**config.mk**
```make
export PLATFORM = sky130hd
export DESIGN_NAME = alu_arbiter_flat
export DESIGN_NICKNAME = d
export VERILOG_FILES = /design/src/rtl/alu_arbiter_if.sv /design/src/rtl/alu_arbiter.sv /design/src/flat_wrapper.sv
export SDC_FILE = /design/constraint.sdc
export NUM_CORES = 1
export LEC_CHECK = 0
export CORE_AREA = 5 5 70 72
export CTS_CLUSTER_SIZE = 10
export DETAILED_ROUTE_END_ITERATION = 16
export DIE_AREA = 0 0 75 77
export PLACE_DENSITY = 0.94
export SLEW_MARGIN = 20
export SYNTH_ARGS = -nofsm -noshare
export SYNTH_HDL_FRONTEND = slang
export SYNTH_SLANG_ARGS = --single-unit
export TNS_END_PERCENT = 50
```
**constraint.sdc**
```tcl
create_clock -name CLK -period 4.46 [get_ports CLK]
set_clock_uncertainty 0.15 [all_clocks]
set_input_delay 0.669 -clock CLK [delete_from_list [all_inputs] [get_ports CLK]]
set_output_delay 0.669 -clock CLK [all_outputs]
set_load 0.02 [all_outputs]
```
**src/rtl/alu_arbiter_if.sv**
```systemverilog
// Requester, response and ALU-side signal bundle for alu_arbiter.
// The slave modport is the arbiter; the master modport is the requesters plus the ALU.
interface alu_arbiter_if #(
    parameter int W = 8
);
    logic         req0_valid;
    logic         req1_valid;
    logic         req0_ready;
    logic         req1_ready;
    logic [2:0]   req0_op;
    logic [2:0]   req1_op;
    logic [W-1:0] req0_a;
    logic [W-1:0] req0_b;
    logic [W-1:0] req1_a;
    logic [W-1:0] req1_b;
    logic         rsp0_valid;
    logic         rsp1_valid;
    logic         rsp0_ready;
    logic         rsp1_ready;
    logic [W-1:0] rsp_result;
    logic         rsp_zero;
    logic         rsp_err;
    logic [W-1:0] alu_data1;
    logic [W-1:0] alu_data2;
    logic [2:0]   alu_operation;
    logic [W-1:0] alu_result;
    logic         alu_zero;

    modport slave (
        input  req0_valid, req1_valid, req0_op, req1_op,
        input  req0_a, req0_b, req1_a, req1_b,
        input  rsp0_ready, rsp1_ready, alu_result, alu_zero,
        output req0_ready, req1_ready, rsp0_valid, rsp1_valid,
        output rsp_result, rsp_zero, rsp_err,
        output alu_data1, alu_data2, alu_operation
    );

    modport master (
        output req0_valid, req1_valid, req0_op, req1_op,
        output req0_a, req0_b, req1_a, req1_b,
        output rsp0_ready, rsp1_ready, alu_result, alu_zero,
        input  req0_ready, req1_ready, rsp0_valid, rsp1_valid,
        input  rsp_result, rsp_zero, rsp_err,
        input  alu_data1, alu_data2, alu_operation
    );
endinterface

```
**src/rtl/alu_arbiter.sv**
```systemverilog
// Two-requester arbiter in front of a shared multi-cycle ALU: round-robin on ties,
// one operation in flight, response held on the shared payload until its handshake.
module alu_arbiter #(
    parameter int W        = 8,
    parameter int ALU_WAIT = 2
) (
    input  logic         CLK,
    input  logic         RESET,
    alu_arbiter_if.slave bus,
    output logic         busy
);
    localparam logic [1:0] ST_IDLE = 2'd0;
    localparam logic [1:0] ST_EXEC = 2'd1;
    localparam logic [1:0] ST_RESP = 2'd2;

    localparam logic [3:0] WAIT_LOAD = 4'(ALU_WAIT);

    logic [1:0]   r_state;
    logic [3:0]   r_cnt;
    logic         r_last_grant;
    logic [2:0]   r_op;
    logic [W-1:0] r_a;
    logic [W-1:0] r_b;
    logic [W-1:0] r_rsp_result;
    logic         r_rsp_zero;
    logic         r_rsp_err;

    logic         w_any;
    logic         w_sel;
    logic         w_accept;
    logic         w_handshake;
    logic [2:0]   w_op;
    logic [W-1:0] w_a;
    logic [W-1:0] w_b;

    // Arbitration, acceptance and response handshake decode.
    always_comb begin
        w_any = bus.req0_valid | bus.req1_valid;
        if (bus.req0_valid && bus.req1_valid) begin
            w_sel = ~r_last_grant;
        end else begin
            w_sel = bus.req1_valid;
        end
        w_accept = (r_state == ST_IDLE) && !RESET && w_any;
        if (r_last_grant) begin
            w_handshake = (r_state == ST_RESP) && bus.rsp1_ready;
        end else begin
            w_handshake = (r_state == ST_RESP) && bus.rsp0_ready;
        end
        if (w_sel) begin
            w_op = bus.req1_op;
            w_a  = bus.req1_a;
            w_b  = bus.req1_b;
        end else begin
            w_op = bus.req0_op;
            w_a  = bus.req0_a;
            w_b  = bus.req0_b;
        end
    end

    // Status outputs are gated by RESET so nothing looks live while reset is held.
    assign bus.req0_ready    = w_accept && !w_sel;
    assign bus.req1_ready    = w_accept && w_sel;
    assign bus.rsp0_valid    = (r_state == ST_RESP) && !r_last_grant && !RESET;
    assign bus.rsp1_valid    = (r_state == ST_RESP) && r_last_grant && !RESET;
    assign busy              = (r_state != ST_IDLE) && !RESET;
    assign bus.rsp_result    = r_rsp_result;
    assign bus.rsp_zero      = r_rsp_zero;
    assign bus.rsp_err       = r_rsp_err;
    assign bus.alu_data1     = r_a;
    assign bus.alu_data2     = r_b;
    assign bus.alu_operation = r_op;

    // Main FSM: latch on accept, wait out the ALU, hold the response until consumed.
    always_ff @(posedge CLK) begin
        if (RESET) begin
            r_state      <= ST_IDLE;
            r_cnt        <= 4'd0;
            r_last_grant <= 1'b1;
            r_op         <= 3'd0;
            r_a          <= {W{1'b0}};
            r_b          <= {W{1'b0}};
            r_rsp_result <= {W{1'b0}};
            r_rsp_zero   <= 1'b0;
            r_rsp_err    <= 1'b0;
        end else begin
            case (r_state)
                ST_IDLE: begin
                    if (w_accept) begin
                        r_op         <= w_op;
                        r_a          <= w_a;
                        r_b          <= w_b;
                        r_last_grant <= w_sel;
                        r_cnt        <= WAIT_LOAD;
                        if (w_op[2]) begin
                            // Reserved op: answer immediately with an error, ALU untouched.
                            r_state      <= ST_RESP;
                            r_rsp_result <= {W{1'b0}};
                            r_rsp_zero   <= 1'b0;
                            r_rsp_err    <= 1'b1;
                        end else begin
                            r_state <= ST_EXEC;
                        end
                    end
                end
                ST_EXEC: begin
                    r_cnt <= r_cnt - 4'd1;
                    if (r_cnt == 4'd1) begin
                        r_rsp_result <= bus.alu_result;
                        r_rsp_zero   <= bus.alu_zero;
                        r_rsp_err    <= 1'b0;
                        r_state      <= ST_RESP;
                    end
                end
                ST_RESP: begin
                    if (w_handshake) begin
                        r_state <= ST_IDLE;
                    end
                end
                default: begin
                    r_state <= ST_IDLE;
                end
            endcase
        end
    end
endmodule

```
**src/flat_wrapper.sv**
```systemverilog
// flat-port wrapper written by rule: the top's interface ports become plain ports
module alu_arbiter_flat 
#(
    parameter int W        = 8,
    parameter int ALU_WAIT = 2
)
  (CLK, RESET, busy, bus_req0_valid, bus_req1_valid, bus_req0_op, bus_req1_op, bus_req0_a, bus_req0_b, bus_req1_a, bus_req1_b, bus_rsp0_ready, bus_rsp1_ready, bus_alu_result, bus_alu_zero, bus_req0_ready, bus_req1_ready, bus_rsp0_valid, bus_rsp1_valid, bus_rsp_result, bus_rsp_zero, bus_rsp_err, bus_alu_data1, bus_alu_data2, bus_alu_operation);
  alu_arbiter_if #(.W(W)) bus_i ();
  input  logic CLK;
  input  logic RESET;
  output logic busy;
  input wire logic [$bits(bus_i.req0_valid)-1:0] bus_req0_valid;
  input wire logic [$bits(bus_i.req1_valid)-1:0] bus_req1_valid;
  input wire logic [$bits(bus_i.req0_op)-1:0] bus_req0_op;
  input wire logic [$bits(bus_i.req1_op)-1:0] bus_req1_op;
  input wire logic [$bits(bus_i.req0_a)-1:0] bus_req0_a;
  input wire logic [$bits(bus_i.req0_b)-1:0] bus_req0_b;
  input wire logic [$bits(bus_i.req1_a)-1:0] bus_req1_a;
  input wire logic [$bits(bus_i.req1_b)-1:0] bus_req1_b;
  input wire logic [$bits(bus_i.rsp0_ready)-1:0] bus_rsp0_ready;
  input wire logic [$bits(bus_i.rsp1_ready)-1:0] bus_rsp1_ready;
  input wire logic [$bits(bus_i.alu_result)-1:0] bus_alu_result;
  input wire logic [$bits(bus_i.alu_zero)-1:0] bus_alu_zero;
  output wire logic [$bits(bus_i.req0_ready)-1:0] bus_req0_ready;
  output wire logic [$bits(bus_i.req1_ready)-1:0] bus_req1_ready;
  output wire logic [$bits(bus_i.rsp0_valid)-1:0] bus_rsp0_valid;
  output wire logic [$bits(bus_i.rsp1_valid)-1:0] bus_rsp1_valid;
  output wire logic [$bits(bus_i.rsp_result)-1:0] bus_rsp_result;
  output wire logic [$bits(bus_i.rsp_zero)-1:0] bus_rsp_zero;
  output wire logic [$bits(bus_i.rsp_err)-1:0] bus_rsp_err;
  output wire logic [$bits(bus_i.alu_data1)-1:0] bus_alu_data1;
  output wire logic [$bits(bus_i.alu_data2)-1:0] bus_alu_data2;
  output wire logic [$bits(bus_i.alu_operation)-1:0] bus_alu_operation;
  assign bus_i.req0_valid = bus_req0_valid;
  assign bus_i.req1_valid = bus_req1_valid;
  assign bus_i.req0_op = bus_req0_op;
  assign bus_i.req1_op = bus_req1_op;
  assign bus_i.req0_a = bus_req0_a;
  assign bus_i.req0_b = bus_req0_b;
  assign bus_i.req1_a = bus_req1_a;
  assign bus_i.req1_b = bus_req1_b;
  assign bus_i.rsp0_ready = bus_rsp0_ready;
  assign bus_i.rsp1_ready = bus_rsp1_ready;
  assign bus_i.alu_result = bus_alu_result;
  assign bus_i.alu_zero = bus_alu_zero;
  assign bus_req0_ready = bus_i.req0_ready;
  assign bus_req1_ready = bus_i.req1_ready;
  assign bus_rsp0_valid = bus_i.rsp0_valid;
  assign bus_rsp1_valid = bus_i.rsp1_valid;
  assign bus_rsp_result = bus_i.rsp_result;
  assign bus_rsp_zero = bus_i.rsp_zero;
  assign bus_rsp_err = bus_i.rsp_err;
  assign bus_alu_data1 = bus_i.alu_data1;
  assign bus_alu_data2 = bus_i.alu_data2;
  assign bus_alu_operation = bus_i.alu_operation;
  alu_arbiter #(.W(W), .ALU_WAIT(ALU_WAIT)) u_core (.CLK(CLK), .RESET(RESET), .bus(bus_i), .busy(busy));
endmodule
```
==> parameters.txt <==
Parameter                              Value

Run status
  Outcome ... finished, final reports clean

GRT
  Maximum number of pins on one net before global-route repair ... 38
  Gr usage total ... 16.5%
  Vias in the first global route ... 1642
  First-pass GRT wire length ... 7360 um
  Total congestion overflow ... 0
  Antenna violations before repair ... 0

Logic synthesis
  Total of flip-flops plus latches after synthesis ... 36
  Post-synthesis instance area ... 0.00173 mm2
  Number of warnings printed during yosys synthesis ... 0
  Simple-gate portion of the synthesized area ... 17.1%
  Adder-cell share of the synthesized area ... 1.45%
  Average instance area after synthesis ... 9.26 um2
  Fraction of the mapped netlist area in compound gates ... 21.8%
  Cell types with the largest area share after synthesis ... dfxtp_1 (42%), mux2i_1 (11%), a211oi_1 (7.4%)
  Proportion of synthesized chip area in sequential cells ... 41.6%
  Xor and xnor fraction of the mapped netlist area ... 0%
  Number of instances in the synthesized netlist ... 187
  Net count after synthesis ... 242
  Dominant combinational cell family by area after synthesis ... compound AO/OA/AOI/OAI gates
  Multiplexer share of the synthesized area ... 11.6%
  Cell taking the most area after synthesis ... dfxtp_1
  Fraction of synthesized cell area taken by the top area cell type ... 41.6%
  Distinct cells, synth ... 36

Setup path
  Data arrival time of the worst path ... 2490 ps
  Maximum net fanout on the critical path ... 21
  Worst setup path category ... in2out
  Worst EP required ... 3640 ps
  Crit end category ... output pin
  Element type at the critical path start ... input port

Final layout
  Number of antenna repair diodes ... 0
  Final core occ ... 63.2%
  FF+latch area ... 721 um2
  Area occupied by multi-input gates ... 902 um2
  Filler cell count in the final layout ... 357
  Leading cell type in the layout, fill and taps excluded ... clkdlybuf4s50_1
  Synth-to-Final Area Change ... 54.6%
  Post-route cell area ... 0.00268 mm2
  Share of cells above drive strength 1 ... 8.12%
  Most frequent cells in the layout ... clkdlybuf4s50_1 (86), dfxtp_1 (36), nor2_1 (25)
  Layout net count ... 325

Detailed routing
  Number of nets with antenna violations after detailed routing ... 0
  Vias per std cell ... 5.21
  Post-detailed-routing wire length ... 4500 um
  TritonRoute pass-1 iters ... 4
  Routed via count ... 1682
  Mean routed wirelength per cell ... 13.9 um
  Number of DRC markers after the initial detailed-route iteration ... 104
  Number of design rule violations left after detail routing ... 0

Pwr
  Worst-case vdd ir drop ... 0.000220 V
  Cell area power density ... 378 mW/mm2
  Final Power ... 1010 uW
  Leakage power ... 0.000978 uW

STA
  Final critical delay including setup and external delays ... 3310 ps
  Max Clock Freq ... 0.302 GHz
  Final TNS setup ... 0 ps
  Part of the cycle the worst path needs ... 74.1%
  Slew at the pin closest to its max-slew limit ... 773 ps
  Unrepaired setup endpoints after global routing ... false
  Final slew viol count ... 0
  Relative slew slack ... 48.2%
  Final count of negative-setup-slack endpoints ... 0
  Final Hold Vio Count ... 0

Die
  Initial core utilization ... 40.9%
  DIE WIDTH ... 75 um
  Die span in y ... 77 um
  Number of top-level design ports ... 87
  Standard cell core area ... 0.00423 mm2
  Row cnt ... 24
  Die area ... 0.00578 mm2

Clock network
  Clock insertion delay at the later pin of the skew report ... 290 ps
  Clock Sinks ... 36
  Buffers from clock root to sink, at most ... 2
  Hold-fix buffers, CTS ... 0
  Inserted Clock Buffers ... 5
  Total of cells resized after clock tree synthesis ... 0
  # H-tree levels ... 2
  Library cell used as clock root buffer ... clkbuf_8
  Clock tree from TritonCTS ... yes
  Number of post-CTS setup repair buffers ... 0
  Clock transition time at the flip-flop clock pins of the worst setup and hold paths ... 70 ps

Placement
  Number of I/O port buffers ... 86
  Routability congestion estimate from global placement ... 0.744
  Area after detailed placement ... 0.00258 mm2
  Placed wire-length estimate after detailed placement ... 3480 um

Run
  # Max-Cap Violations ... 0

Min path
  Type of the worst min-delay path ... reg2reg
-- synthesized netlist by cell type --
cell      number
a211oi_1      17
a211oi_2       1
a21boi_4       1
a21oi_1        6
a221oi_1       1
a22oi_1        9
a31o_2         1
a31oi_1        2
a32o_1         1
a32oi_1        1
and2_1         1
buf_2          2
buf_4          3
buf_6          4
clkbuf_1       3
clkbuf_8       1
dfxtp_1       36
ha_1           2
inv_1          2
mux2_2         1
mux2i_1       19
nand2_1       13
nand2b_1       4
nand3b_1       1
nor2_1        25
nor2_2         1
nor2_4         1
nor2b_1        4
nor3_1         5
nor3_4         1
nor3b_1        1
o21a_1         1
o21ai_0       11
o21ai_1        2
or2_2          2
or3b_4         1
-- sequential cells by signal (all words and copies together) (netlist names) --
signal                    count
u_core.bus.alu_data1          8
u_core.bus.alu_data2          8
u_core.bus.alu_operation      3
u_core.bus.rsp_err            1
u_core.bus.rsp_result         8
u_core.bus.rsp_zero           1
u_core.r_cnt                  4
u_core.r_last_grant           1
u_core.r_state                2
-- per-stage QoR --
stage | hold WS [ps] | worst slack [ps] | cells
finish | 319 | 1150 | 323
global route | 359 | 1060 | 323
CTS | 320 | 1150 | 323
detailed placement | 310 | 1150 | 315
global placement | 306 | 1180 | 315
floorplan | 326 | 2060 | 187
-- critical path, cell delays in order --
cell and delay [ps]:
clkdlybuf4s50_1 620, a21boi_4 90, buf_4 250, nor3_1 210
clkdlybuf4s50_1 640
-- cells by family after synthesis --
| kind of cell | Yosys count |
|---|---|
| AND/OR/NAND/NOR | 60 |
| AO/OA/AOI/OAI | 54 |
| flip-flops | 36 |
| multiplexers | 20 |
| buffers and inverters | 15 |
| adder cells (fa/ha/maj) | 2 |
-- power breakdown --
| group | internal [uW] | switching [uW] | total, uW |
|---|---|---|---|
| Sequential | 370 | 38.4 | 408 |
| Combinational | 181 | 182 | 363 |
| Clock | 125 | 116 | 241 |
-- layer usage --
metal	up-vias	global-route usage, %	part of all wire (%)	wire [um]
met5	-	0	0	0
met4	0	6.58	1.8	80
met3	8	7.84	12	518
met2	70	27.2	47	2120
met1	766	17.7	39	1780
li1	838	-	-	-
-- worst paths after layout --
path | startpoint | endpoint | slack (ps) | cells after the start
max | bus_req0_valid | bus_req0_ready | 1150 | 5
min | u_core.bus.rsp_zero$_SDFFE_PP0P_ | u_core.bus.rsp_zero$_SDFFE_PP0P_ | 320 | 2
max reg2reg | u_core.r_cnt[0]$_SDFFE_PP0P_ | u_core.bus.rsp_result[4]$_SDFFE_PP0P_ | 2600 | 5
min reg2reg | u_core.bus.rsp_zero$_SDFFE_PP0P_ | u_core.bus.rsp_zero$_SDFFE_PP0P_ | 320 | 2
-- area by class of cell --
cell class	instances	area share (%)
Sequential cell	36	26.9
Inverter	2	0.281
Clock buffer	6	3.09
Clock inverter	2	0.561
Tap cell	52	2.43
Multi-Input combinational cell	136	33.7
Timing Repair Buffer	89	33.0
No activity file was read; power rests on OpenSTA's default activity.
